### src/rtl/liteeth_sram_pkg.sv
// Shared defaults and helpers for the liteeth SRAM-backed FIFO.
package liteeth_sram_pkg;

   localparam int BITS_DEFAULT       = 32;
   localparam int WORD_DEPTH_DEFAULT = 384;
   localparam int ADDR_WIDTH_DEFAULT = 9;

   typedef logic [ADDR_WIDTH_DEFAULT:0] occ_t;

   // Depth need not be a power of two, so wrap explicitly.
   function automatic int unsigned ptr_inc(input int unsigned ptr, input int unsigned depth);
      return (ptr == depth - 1) ? 0 : ptr + 1;
   endfunction

endpackage

### src/rtl/liteeth_sram_fifo_outbuf.sv
// Two-entry head/skid buffer that hides the SRAM read latency from the consumer.
module liteeth_sram_fifo_outbuf
   import liteeth_sram_pkg::*;
#(
   parameter int BITS = BITS_DEFAULT
) (
   input  logic            sys_clk,
   input  logic            sys_rst_n,
   input  logic            cap,
   input  logic [BITS-1:0] cap_data,
   input  logic            pop,
   output logic [1:0]      count,
   output logic            rd_valid,
   output logic [BITS-1:0] rd_data
);

   logic [BITS-1:0] skid;
   logic            pop_ok;
   logic [1:0]      count_next;

   assign pop_ok = pop && (count != 2'd0);

   always_comb begin
      count_next = count;
      if (cap && !pop_ok)
         count_next = count + 2'd1;
      else if (!cap && pop_ok)
         count_next = count - 2'd1;
   end

   always_ff @(posedge sys_clk) begin
      if (!sys_rst_n) begin
         count    <= 2'd0;
         rd_valid <= 1'b0;
      end else begin
         count    <= count_next;
         rd_valid <= (count_next != 2'd0);
      end
   end

   // Data registers carry no reset; count alone says which entries are live.
   always_ff @(posedge sys_clk) begin
      if (pop_ok) begin
         if (count == 2'd2) begin
            rd_data <= skid;
            if (cap)
               skid <= cap_data;
         end else if (cap) begin
            rd_data <= cap_data;
         end
      end else if (cap) begin
         if (count == 2'd0)
            rd_data <= cap_data;
         else
            skid <= cap_data;
      end
   end

endmodule

### src/rtl/liteeth_sram_fifo.sv
// FIFO controller driving a 1RW1R SRAM macro; RW port writes, R port reads.
module liteeth_sram_fifo
   import liteeth_sram_pkg::*;
#(
   parameter int BITS       = BITS_DEFAULT,
   parameter int WORD_DEPTH = WORD_DEPTH_DEFAULT,
   parameter int ADDR_WIDTH = ADDR_WIDTH_DEFAULT
) (
   input  logic                  sys_clk,
   input  logic                  sys_rst_n,
   input  logic                  wr_valid,
   output logic                  wr_ready,
   input  logic [BITS-1:0]       wr_data,
   output logic                  rd_valid,
   input  logic                  rd_ready,
   output logic [BITS-1:0]       rd_data,
   output logic [ADDR_WIDTH:0]   level,
   output logic                  mem_rw0_ce,
   output logic                  mem_rw0_we,
   output logic [ADDR_WIDTH-1:0] mem_rw0_addr,
   output logic [BITS-1:0]       mem_rw0_wd,
   output logic                  mem_r0_ce,
   output logic [ADDR_WIDTH-1:0] mem_r0_addr,
   input  logic [BITS-1:0]       mem_r0_rd
);

   localparam int CW = ADDR_WIDTH + 1;

   logic [ADDR_WIDTH-1:0] wptr, rptr;
   logic [CW-1:0]         mem_count, level_next;
   logic                  inflight, wr_fire, pop, fetch;
   logic [1:0]            buf_count;
   logic [2:0]            pending;

   assign wr_fire = wr_valid && wr_ready;
   assign pop     = rd_valid && rd_ready;

   // Words already committed to the buffer, net of this cycle's pop, must leave room.
   assign pending = {1'b0, buf_count} + {2'b0, inflight};
   assign fetch   = (mem_count != '0) && (pending < (3'd2 + {2'b0, pop}));

   assign level_next = level + CW'(wr_fire) - CW'(pop);

   assign mem_rw0_ce   = wr_fire;
   assign mem_rw0_we   = wr_fire;
   assign mem_rw0_addr = wptr;
   assign mem_rw0_wd   = wr_data;
   assign mem_r0_ce    = fetch;
   assign mem_r0_addr  = rptr;

   always_ff @(posedge sys_clk) begin
      if (!sys_rst_n) begin
         wptr      <= '0;
         rptr      <= '0;
         mem_count <= '0;
         inflight  <= 1'b0;
         level     <= '0;
         wr_ready  <= 1'b0;
      end else begin
         if (wr_fire)
            wptr <= ADDR_WIDTH'(ptr_inc(32'(wptr), WORD_DEPTH));
         if (fetch)
            rptr <= ADDR_WIDTH'(ptr_inc(32'(rptr), WORD_DEPTH));
         mem_count <= mem_count + CW'(wr_fire) - CW'(fetch);
         inflight  <= fetch;
         level     <= level_next;
         wr_ready  <= (level_next < CW'(WORD_DEPTH));
      end
   end

   liteeth_sram_fifo_outbuf #(
      .BITS(BITS)
   ) u_outbuf (
      .sys_clk  (sys_clk),
      .sys_rst_n(sys_rst_n),
      .cap      (inflight),
      .cap_data (mem_r0_rd),
      .pop      (pop),
      .count    (buf_count),
      .rd_valid (rd_valid),
      .rd_data  (rd_data)
   );

endmodule

### config.mk
export PLATFORM = sky130hd
export DESIGN_NAME = liteeth_sram_fifo
export DESIGN_NICKNAME = d
export VERILOG_FILES = /design/src/rtl/liteeth_sram_pkg.sv /design/src/rtl/liteeth_sram_fifo_outbuf.sv /design/src/rtl/liteeth_sram_fifo.sv
export SDC_FILE = /design/constraint.sdc
export NUM_CORES = 1
export LEC_CHECK = 0
export CORE_MARGIN = 2
export CORE_UTILIZATION = 45
export CTS_CLUSTER_SIZE = 20
export DETAILED_ROUTE_END_ITERATION = 8
export PLACE_DENSITY = 0.82
export SYNTH_ARGS = -nofsm -noshare
export SYNTH_HDL_FRONTEND = slang
export SYNTH_SLANG_ARGS = --single-unit
### constraint.sdc
create_clock -name sys_clk -period 6.8 [get_ports sys_clk]
set_input_delay 1.02 -clock sys_clk [delete_from_list [all_inputs] [get_ports sys_clk]]
set_output_delay 1.02 -clock sys_clk [all_outputs]
set_load 0.1 [all_outputs]
Yosys cells after proc, flatten, opt, wreduce, memory -nomap -nowiden
Index checks and enable logic that the tools add are counted.

Bits in registers: 107. Bits in latches: 0. Memory bits (writable): 0. Bits in read-only memories: 0. Input bits: 68. Output and inout port bits: 97. Memories: 0.

$add $sub $neg: 10. $mul: 0. Divide/modulo/power cells: 0. Magnitude comparators: 2. Equality and inequality tests: 6. Shift operators: 0. Muxes and demuxes: 13. Bitwise gates (word level): 0. Reduce and logical (&&, ||, !) cells: 17.

Operators with widths (count): 32-bit two-way mux (9); 10-bit by 1-bit adder with 10-bit output (2); 10-bit by 1-bit subtractor with 10-bit output (2); 9-bit by 1-bit adder with 9-bit output, second input constant (2); 9-bit equality test, second input constant (2); 9-bit two-way mux (2); 10-bit by 9-bit less-than comparator with 1-bit output, second input constant (1); 10-bit nonzero test (1); 2-bit nonzero test (5); 1-bit logical AND (6); 2-bit two-way mux (2); 2-bit inequality test, second input constant (2); 4-bit AND reduction (1); 2-bit by 1-bit adder with 3-bit output (1); 2-bit by 1-bit adder with 3-bit output, first input constant (1); 3-bit less-than comparator (1); 3-bit AND reduction (1); 2-bit by 1-bit adder with 2-bit output, second input constant (1); 2-bit equality test, second input constant (1); 1-bit zero test (2); 2-bit zero test (1); 2-bit by 1-bit inequality test with 1-bit output, second input constant (1); 2-bit by 1-bit subtractor with 2-bit output, second input constant (1).

Logic depth before layout (Yosys ltp)
Word-level depth: 6. Mapped depth: 15. Mapped depth without buffers: 14.

Modules after synthesis
Synthesis repeated with hierarchy kept, for this count alone.

Cells, all modules: 413. Area total of the unflattened synthesis: 5220.0 sq um.

Modules (own cells, without submodules): liteeth_sram_fifo_outbuf (instances 1, cells an instance 123, area each 2687.6 sq um); liteeth_sram_fifo (instances 1, cells an instance 290, area each 2532.4 sq um).

Worst setup path after synthesis
Ideal clock, no wire load.

Path type: register to register. From: register u_outbuf.rd_valid. To: register u_outbuf.skid[0], enable pin. Setup time: 0.466 ns. Data arrival time: 3.806 ns. Path slack: 2.528 ns. Stages on the path, launching flop included: 5. Buffers on the path: 0. Period minus slack after synthesis: 4.272 ns. Path through: dfxtp_1 > nand2_1 > nor3_1 > o21ai_0 > o21ai_0.

Cells in the longest elaborated chain, start to end: 4.

Ends and longest elaborated chain: start, declared (line liteeth_sram_fifo_outbuf.sv:13) `output logic rd_valid,`; start signal, assigned (line liteeth_sram_fifo_outbuf.sv:37) `rd_valid <= (count_next != 2'd0);`; 1-bit logical AND * (line liteeth_sram_fifo.sv:36) `assign pop = rd_valid && rd_ready;`; 1-bit logical AND * (line liteeth_sram_fifo_outbuf.sv:21) `assign pop_ok = pop && (count != 2'd0);`; 2-bit inequality test (no source line) (tied with other cells); 4-bit AND reduction (no source line) *; end signal, assigned (line liteeth_sram_fifo_outbuf.sv:47) `skid <= cap_data;`; end signal, assigned (line liteeth_sram_fifo_outbuf.sv:55) `skid <= cap_data;`; end, declared (line liteeth_sram_fifo_outbuf.sv:17) `logic [BITS-1:0] skid;`.

Every way passes the cells marked *; elsewhere a longest branch is shown, timed or not. A chain may end at the register's enable or synchronous reset.

Final worst setup path
From: input port rd_ready. To: output port mem_r0_ce.

Cells in the longest elaborated chain, start to end: 4.

Ends and longest elaborated chain: start, declared (line liteeth_sram_fifo.sv:15) `input logic rd_ready,`; 1-bit logical AND (line liteeth_sram_fifo.sv:36); 2-bit by 1-bit adder with 3-bit output (line liteeth_sram_fifo.sv:40) `assign fetch = (mem_count != '0) && (pending < (3'd2 + {2'b0, pop}));`; 3-bit less-than comparator (line liteeth_sram_fifo.sv:40); 1-bit logical AND (line liteeth_sram_fifo.sv:40); end, declared (line liteeth_sram_fifo.sv:22) `output logic mem_r0_ce,`.

Every way passes these cells.

==> summary.txt <==
Die X: 111 um
Vias: 3,430
Global-route wire length before repair: 17.0 mm
# IOs: 165
Routed len/inst: 15.5 um
GR peak layer: met2
Leading cell types in the layout, fill and taps excluded: clkdlybuf4s50_1, edfxtp_1, dfxtp_1
Met2 Usage GRT: 0.269
Drc violations: 0
Gr ovfl total: 0
Die Y: 111 um
DRT Wirelength: 10.0 mm
Post-CTS Hold Buffers: 0
Adder-Cell Fraction of Synth Area: 0.0788
Commonest non-fill, non-tap cell in the layout: clkdlybuf4s50_1
Area added between synthesis and finish: 24.1%
Total of cells resized after clock tree synthesis: 0
Multiplexer share of the synthesized area: 0.0783
Share of cells above drive strength 1: 0.116
Mapped Avg Cell Area: 11.9 sq um
Hold Path Origin: mem_rw0_addr[8]$_SDFFE_PN0P_
Element type at the critical path start: input pin
Compound-Gate Fraction of Synth Area: 0.0739
Final setup vio count: 0
RSZ-0062 raised after global routing: no
CTS tree: yes
Crit path max fanout: 13
Core footprint: 11,000 sq um
Total CTS buffers: 9
Distinct cells, synth: 50
Gr usage total: 0.168
Ys flop type: edfxtp_1
Worst-skew pair later-pin latency: 0.34 ns
Largest net degree at the start of global routing: 33
Worst Hold Class: register to register
Final #Nets: 601
Arr. time, crit path: 3.29 ns
Synthesized flop and latch total: 107
Worst Skew: 0.0129 ns
Diode count: 0
Pre-Repair DR Iteration Count: 4
Vias in the first global route: 3,538
Met3 Usage GRT: 0.0549
Tmin final: 4.31 ns
Port bufs: 100
Post-route ant nets: 0
DIE AREA: 12,200 sq um
Max-cap violations: 0
Worst slew pin tran: 1.06 ns
Via density: 5.30
Met1 Usage GRT: 0.209
H-tree depth: 3
Setup TNS: 0 ns
Final worst-path cycle share: 0.634
Fmax: 232 MHz
Synthesized instance count: 429
Fraction of registers with async set/reset: 0
Initial antenna violation count: 0
Post-CTS setup buffers: 0
Slew Viols, Final: 0
Longest Clk Path Bufs: 2
Drt initial violations: 96
Root Driver: clkbuf_16
Reg-to-reg startpoint: u_outbuf.count[0]$_SDFF_PN0_
Xor/xnor cell area share of the yosys netlist: 0.0428
Critical path type: input pin to output port
Synth Area in Simple Gates: 0.104
RePlAce Congestion: 0.830
CTS clk-pin slew, worst paths: 0.07 ns
Largest family of logic cells by synthesized area: simple AND/OR/NAND/NOR gates
Synthesized area: 5110 sq um
Yosys warning count: 0
CTS sink count: 107
Post-DP HPWL: 7.25 mm
Final hold vios: 0
Net Count, Synth: 528
Starting Density: 0.465
Crit path launch: rd_ready
Row count: 38
Worst EP required: 5.78 ns
Sequential area share after synthesis: 0.544
Max-slew headroom: 0.291
Outcome: completed
Critical Path Sink Type: output port
Post-synth EDFFs: 64
[cell type report]
cell class / instances / area, sq um
Clock buffer: 9 / 225
Clock inverter: 7 / 76.3
Fill cell: 918 / 4640
Inverter: 31 / 116
Multi-Input combinational cell: 251 / 1950
Sequential cell: 107 / 2780
Tap cell: 140 / 175
Timing Repair Buffer: 102 / 1020
[path summary, 6_finish.rpt]
check                            endpoint  slack, ns  cells after the start
max reg2reg       mem_count[8]$_SDFF_PN0_       3.44                     14
min          mem_rw0_addr[8]$_SDFFE_PN0P_       0.49                      2
max                             mem_r0_ce       2.49                      5
min reg2reg  mem_rw0_addr[8]$_SDFFE_PN0P_       0.49                      2
[synthesized netlist by cell type, types with 7 or more instances]
| cell | n | area, sq um |
|---|---|---|
| xor2_1 | 18 | 158 |
| nor2_1 | 30 | 113 |
| o21ai_0 | 12 | 60.1 |
| nor3_1 | 7 | 35.0 |
| dfxtp_1 | 43 | 861 |
| a21oi_1 | 10 | 50.1 |
| buf_4 | 34 | 255 |
| nand4_1 | 8 | 50.1 |
| inv_1 | 30 | 113 |
| edfxtp_1 | 64 | 1920 |
| xnor2_1 | 7 | 61.3 |
| nand2_1 | 24 | 90.1 |
| ha_1 | 29 | 363 |
| mux2_2 | 32 | 360 |
[kinds of logic after synthesis]
logic type	after synthesis
AO/OA/AOI/OAI	52
flip-flops	107
multiplexers	36
buffers and inverters	71
XOR/XNOR	25
adder cells (fa/ha/maj)	31
AND/OR/NAND/NOR	107
[registers in the layout (all words and copies together) (netlist names), 2 cells and up]
signal            flops
level                10
mem_count            10
mem_r0_addr           9
mem_rw0_addr          9
u_outbuf.count        2
u_outbuf.rd_data     32
u_outbuf.skid        32
[critical path, stage by stage]
cell and delay [ns]:
clkdlybuf4s50_1 0.55, nand3b_1 0.12, a221oi_2 0.22, buf_4 0.22
clkdlybuf4s50_1 1.15
[per-layer routing]
| metal | share of wire | vias to the layer above | wire [um] |
|---|---|---|---|
| met5 | 0 | - | 0 |
| met4 | 0.027 | 0 | 268 |
| met3 | 0.070 | 39 | 703 |
| met2 | 0.46 | 126 | 4640 |
| met1 | 0.44 | 1628 | 4430 |
| li1 | - | 1637 | - |
[per-stage QoR]
step	cell area [sq um]	util	instances	hold WS [ns]	worst slack, ns
final	6350	0.578	647	0.491	2.49
after global routing	6350	0.578	647	0.534	2.42
after CTS	6350	0.578	647	0.495	2.47
after detailed placement	6040	0.550	631	0.482	2.48
after global placement	6040	0.550	631	0.476	2.51
after floorplan	5110	-	429	0.494	2.53
Power is not shown: default switching activity piles up to over one toggle a cycle in this logic, so the estimate is an artifact.
==> variant 1: new RTL, same flow settings <==
Make the reset (`sys_rst_n`) asynchronous in 2 clocked blocks.
--- a/src/rtl/liteeth_sram_fifo_outbuf.sv
+++ b/src/rtl/liteeth_sram_fifo_outbuf.sv
@@ -28,7 +28,7 @@
          count_next = count - 2'd1;
    end
 
-   always_ff @(posedge sys_clk) begin
+   always_ff @(posedge sys_clk or negedge sys_rst_n) begin
       if (!sys_rst_n) begin
          count    <= 2'd0;
          rd_valid <= 1'b0;
--- a/src/rtl/liteeth_sram_fifo.sv
+++ b/src/rtl/liteeth_sram_fifo.sv
@@ -48,7 +48,7 @@
    assign mem_r0_ce    = fetch;
    assign mem_r0_addr  = rptr;
 
-   always_ff @(posedge sys_clk) begin
+   always_ff @(posedge sys_clk or negedge sys_rst_n) begin
       if (!sys_rst_n) begin
          wptr      <= '0;
          rptr      <= '0;
Formal check against the unedited RTL: differs if sys_rst_n is asserted again (counterexample within 4 cycles, from zero or initial values and one cycle with sys_rst_n low); with sys_rst_n held inactive, the same outputs for 4 cycles.
==> variant 1 against the original RTL <==
  * Wire length is 2.6% higher
  * Area after synthesis grew 2.1%
  * Count of clock-buffer cells in the layout up 1
  * Design area up 1.1%
  * Sequential cell count unchanged
  * Critical path depth increased by 1
  * Fmax down 8.7%
  * Worst setup slack worse by 0.41 ns
  * Cell count decreased by 1.7%
  * Critical path type unchanged
  * Largest cell class unchanged
Power is left out: the tool's default activity adds up to more than one toggle a clock period on the data nets, which glitch-free logic cannot reach.
==> variant 1: results <==
[place]
dp.final_hpwl_um = 7503
placed_cells = 620
gp_congestion = 0.7698
portBuffers = 100
dp_slack_ns = 2.099

[finish]
fillerInstances = 968
drive_gt1_share_pct = 11.97
n_antenna_cell = 0
fin_nets = 587
largestRegisters = "u_outbuf.rd_data: 32 flops, u_outbuf.skid: 32 flops"
finalNonFillerCells = 636

[clock_network]
cts_root_buf = "clkbuf_16"
post_cts_buffers = 0
cts-htree-levels = 3
numCtsBuffers = 9
clk_latency_ns = 0.35
path_clk_slew_ns = 0.07

[synth]
ys_warn_count = 0
syn-instance-count = 414
synth_async_sr_flop_share_pct = 40.19
synthTopCellsByArea = "edfxtp_1, dfrtp_1, mux2_2, ha_1, buf_4"
synth_common_cells = "edfxtp_1, dfrtp_1, mux2_2"
synth-seq-area-share_pct = 57.42
ys_types = 50
syn_nets = 513

[worst_setup_path]
cp_max_fo = 13
crit_arrival_ns = 3.71
r2r_slack_ns = 3.31
reg2reg_depth = 15
crit_start = "rd_ready"
reg2reg_from = "u_outbuf.count[0]"
r2r-end = "mem_count[8]"
crit_end = "mem_r0_ce"

[routing]
drtIter0Drc = 125
via_per_inst = 5.338
drt_first_pass_iters = 4
wl_per_cell_um = 16.20

[outcome]
status = "complete, no violations"

[global_routing]
grt_max_degree = 44
grt_pass1_wl_um = 17380
grt_util_all_layers_pct = 17.25
grt_pass1_vias = 3564

[timing]
worstMarginPinSlew_ns = 1.074
fin_crit_ns = 4.727
fin_skew_ns = 0.008830

[run]
cap_violations = 0
variant 1: critical path: stages:
cell             delay (ns)
clkdlybuf4s50_1        0.52
nand2_1                0.21
o21ai_0                0.22
nand3b_1               0.15
inv_1                  0.34
clkdlybuf4s50_1        1.24
variant 1: logic make-up after synthesis:
kind of cell    synth area share, %
buf+inv                       7.620
flops                         57.42
fa+ha+maj                     7.716
xor+xnor                      3.523
mux                           7.932
simple gates                  8.531
compound gates                7.261
variant 1: how the worst min path moves through the flow:
stage / startpoint / end / slack (ns) / depth (start not counted)
after global placement: mem_rw0_addr[6] / mem_rw0_addr[6] / 0.49 / 1
after floorplan: u_outbuf.skid[0] / u_outbuf.rd_data[0] / 0.52 / 1
after CTS: mem_rw0_addr[6] / mem_rw0_addr[6] / 0.51 / 1
final: mem_rw0_addr[6] / mem_rw0_addr[6] / 0.50 / 1
after detailed placement: mem_rw0_addr[6] / mem_rw0_addr[6] / 0.50 / 1
after global routing: mem_rw0_addr[6] / mem_rw0_addr[6] / 0.54 / 1
variant 1: per-layer routing:
metal  vias to the layer above  global-route usage (%)  share of wire, %
met5                         -                       0                 0
met4                         0                   7.160               2.0
met3                        21                   4.246               5.9
met2                       106                   29.21                49
met1                      1668                   21.17                43
li1                       1600                       -                 -
variant 1: layout make-up:
type                            instances  area share, %
Tap cell                              143          2.789
Clock inverter                          6         0.6437
Sequential cell                       107          46.73
Multi-Input combinational cell        238          28.81
Inverter                               31          1.814
Timing Repair Buffer                  101          15.64
Clock buffer                           10          3.569
variant 1: metrics by stage:
step / utilization [%] / area [µm²]
floorplan: - / 5221
global placement: 54.04 / 6145
detailed placement: 54.04 / 6145
CTS: 56.42 / 6415
global route: 56.42 / 6415
finish: 56.42 / 6415
==> variant 2: new RTL, config.mk and constraints unchanged <==
Without the edit above. Change the package constant `ADDR_WIDTH_DEFAULT` from 9 to 8.
--- a/src/rtl/liteeth_sram_pkg.sv
+++ b/src/rtl/liteeth_sram_pkg.sv
@@ -3,7 +3,7 @@
 
    localparam int BITS_DEFAULT       = 32;
    localparam int WORD_DEPTH_DEFAULT = 384;
-   localparam int ADDR_WIDTH_DEFAULT = 9;
+   localparam int ADDR_WIDTH_DEFAULT = 8;
 
    typedef logic [ADDR_WIDTH_DEFAULT:0] occ_t;
 
Ports: changed (resized level, mem_r0_addr and mem_rw0_addr); port bits go from 165 to 162. No check against the original RTL was run, so the function may have changed too.
==> variant 2 against the original RTL <==
  * Worst setup slack got worse by 0.18 ns
  * Hold slack improved by 0.0047 ns
  * Area after synthesis decreased by 4.7%
  * First-iteration DRC count increased by 4.2%
  * Critical path depth unchanged
  * Design area decreased by 6.6%
  * Wire length decreased by 3.0%
  * Sequential cell count decreased by 4
  * Largest cell class unchanged
  * Die area decreased by 4.6%
  * Global-route usage increased by 0.29 points
Power is not shown: default switching activity piles up to over one toggle a cycle in this logic, so the estimate is an artifact.
==> variant 2: results <==
[outcome]
status = "complete, no violations"

[routing]
via_per_inst = 5.236
drt_wl_total_um = 9738
drtIter0Drc = 100

[synth]
synth-compound-area-share_pct = 6.757
synth-seq-area-share_pct = 55.50
synth-adder-area-share_pct = 7.760
yosys-mux-area-fraction_pct = 8.222
synth_xor_area_share_pct = 3.777
syn_nets = 496
ys_types = 51
synth-edff-count = 64
synth_common_cells = "edfxtp_1, dfxtp_1, buf_4"
synth_async_sr_flop_share_pct = 0
ys_warn_count = 0
synthTopCellsByArea = "edfxtp_1, dfxtp_1, ha_1, mux2_1, buf_4"

[worst_setup_path]
crit_arrival_ns = 3.47
slowest_delay_ns = 1.19
critPathTopFamily = "buffers and inverters"
cp_max_fo = 7

[finish]
fillerInstances = 870
drive_gt1_share_pct = 5.945
fin_nets = 563
n_antenna_cell = 0
largestRegisters = "u_outbuf.rd_data: 32 flops, u_outbuf.skid: 32 flops"

[clock_network]
clk_latency_ns = 0.36
path_clk_slew_ns = 0.10
numCtsBuffers = 9
cts-htree-levels = 3
post_cts_buffers = 0
cts_root_buf = "clkbuf_8"

[timing]
worstMarginPinSlew_ns = 1.022
fin_skew_ns = 0.01103

[place]
gp_congestion = 0.8027
dp.final_hpwl_um = 7001
portBuffers = 97

[worst_hold_path]
hold_class = "register to register"

[global_routing]
grt_pass1_wl_um = 15640
grt_pass1_vias = 3225
grt_util_all_layers_pct = 17.08
==> variant 2: final timing paths <==
kind,depth (start not counted),startpoint,to,slack (ns)
worst min register to register,2,mem_rw0_addr[7],mem_rw0_addr[7],0.50
worst max-delay path,5,rd_ready,mem_r0_ce,2.31
worst min-delay path,2,mem_rw0_addr[7],mem_rw0_addr[7],0.50
worst max register to register,13,u_outbuf.count[0],mem_count[6],3.38
==> variant 2: metal layers <==
metal | wire [µm] | GRT usage, %
met4 | 219 | 5.952
met5 | 0 | 0
met1 | 4107 | 20.49
met3 | 766 | 5.184
met2 | 4645 | 29.20
==> variant 2: worst min-delay path, cell delays in order, from the launching register on <==
cell	delay (ns)
dfxtp_1	0.33
o21ai_0	0.07
a21oi_1	0.06
==> variant 2: layout make-up <==
type                    instances  area share, %
clock buffers                   9          2.089
clock inverters                 7         0.8864
inverters                      27          1.710
multi-input cells             227          30.35
flip-flops and latches        103          45.59
well taps                     136          2.870
repair buffers                 98          16.50
==> variant 2: stage by stage <==
step | std cells | utilization, % | worst slack [ns] | area [µm²] | hold slack [ns]
3_5_place_dp | 591 | 55.22 | 2.321 | 5752 | 0.4866
3_3_place_gp | 591 | 55.22 | 2.362 | 5752 | 0.4580
2_1_floorplan | 399 | - | 2.532 | 4870 | 0.4935
6_report | 607 | 56.91 | 2.311 | 5928 | 0.4953
4_1_cts | 607 | 56.91 | 2.312 | 5928 | 0.5007
5_1_grt | 607 | 56.91 | 2.192 | 5928 | 0.5324
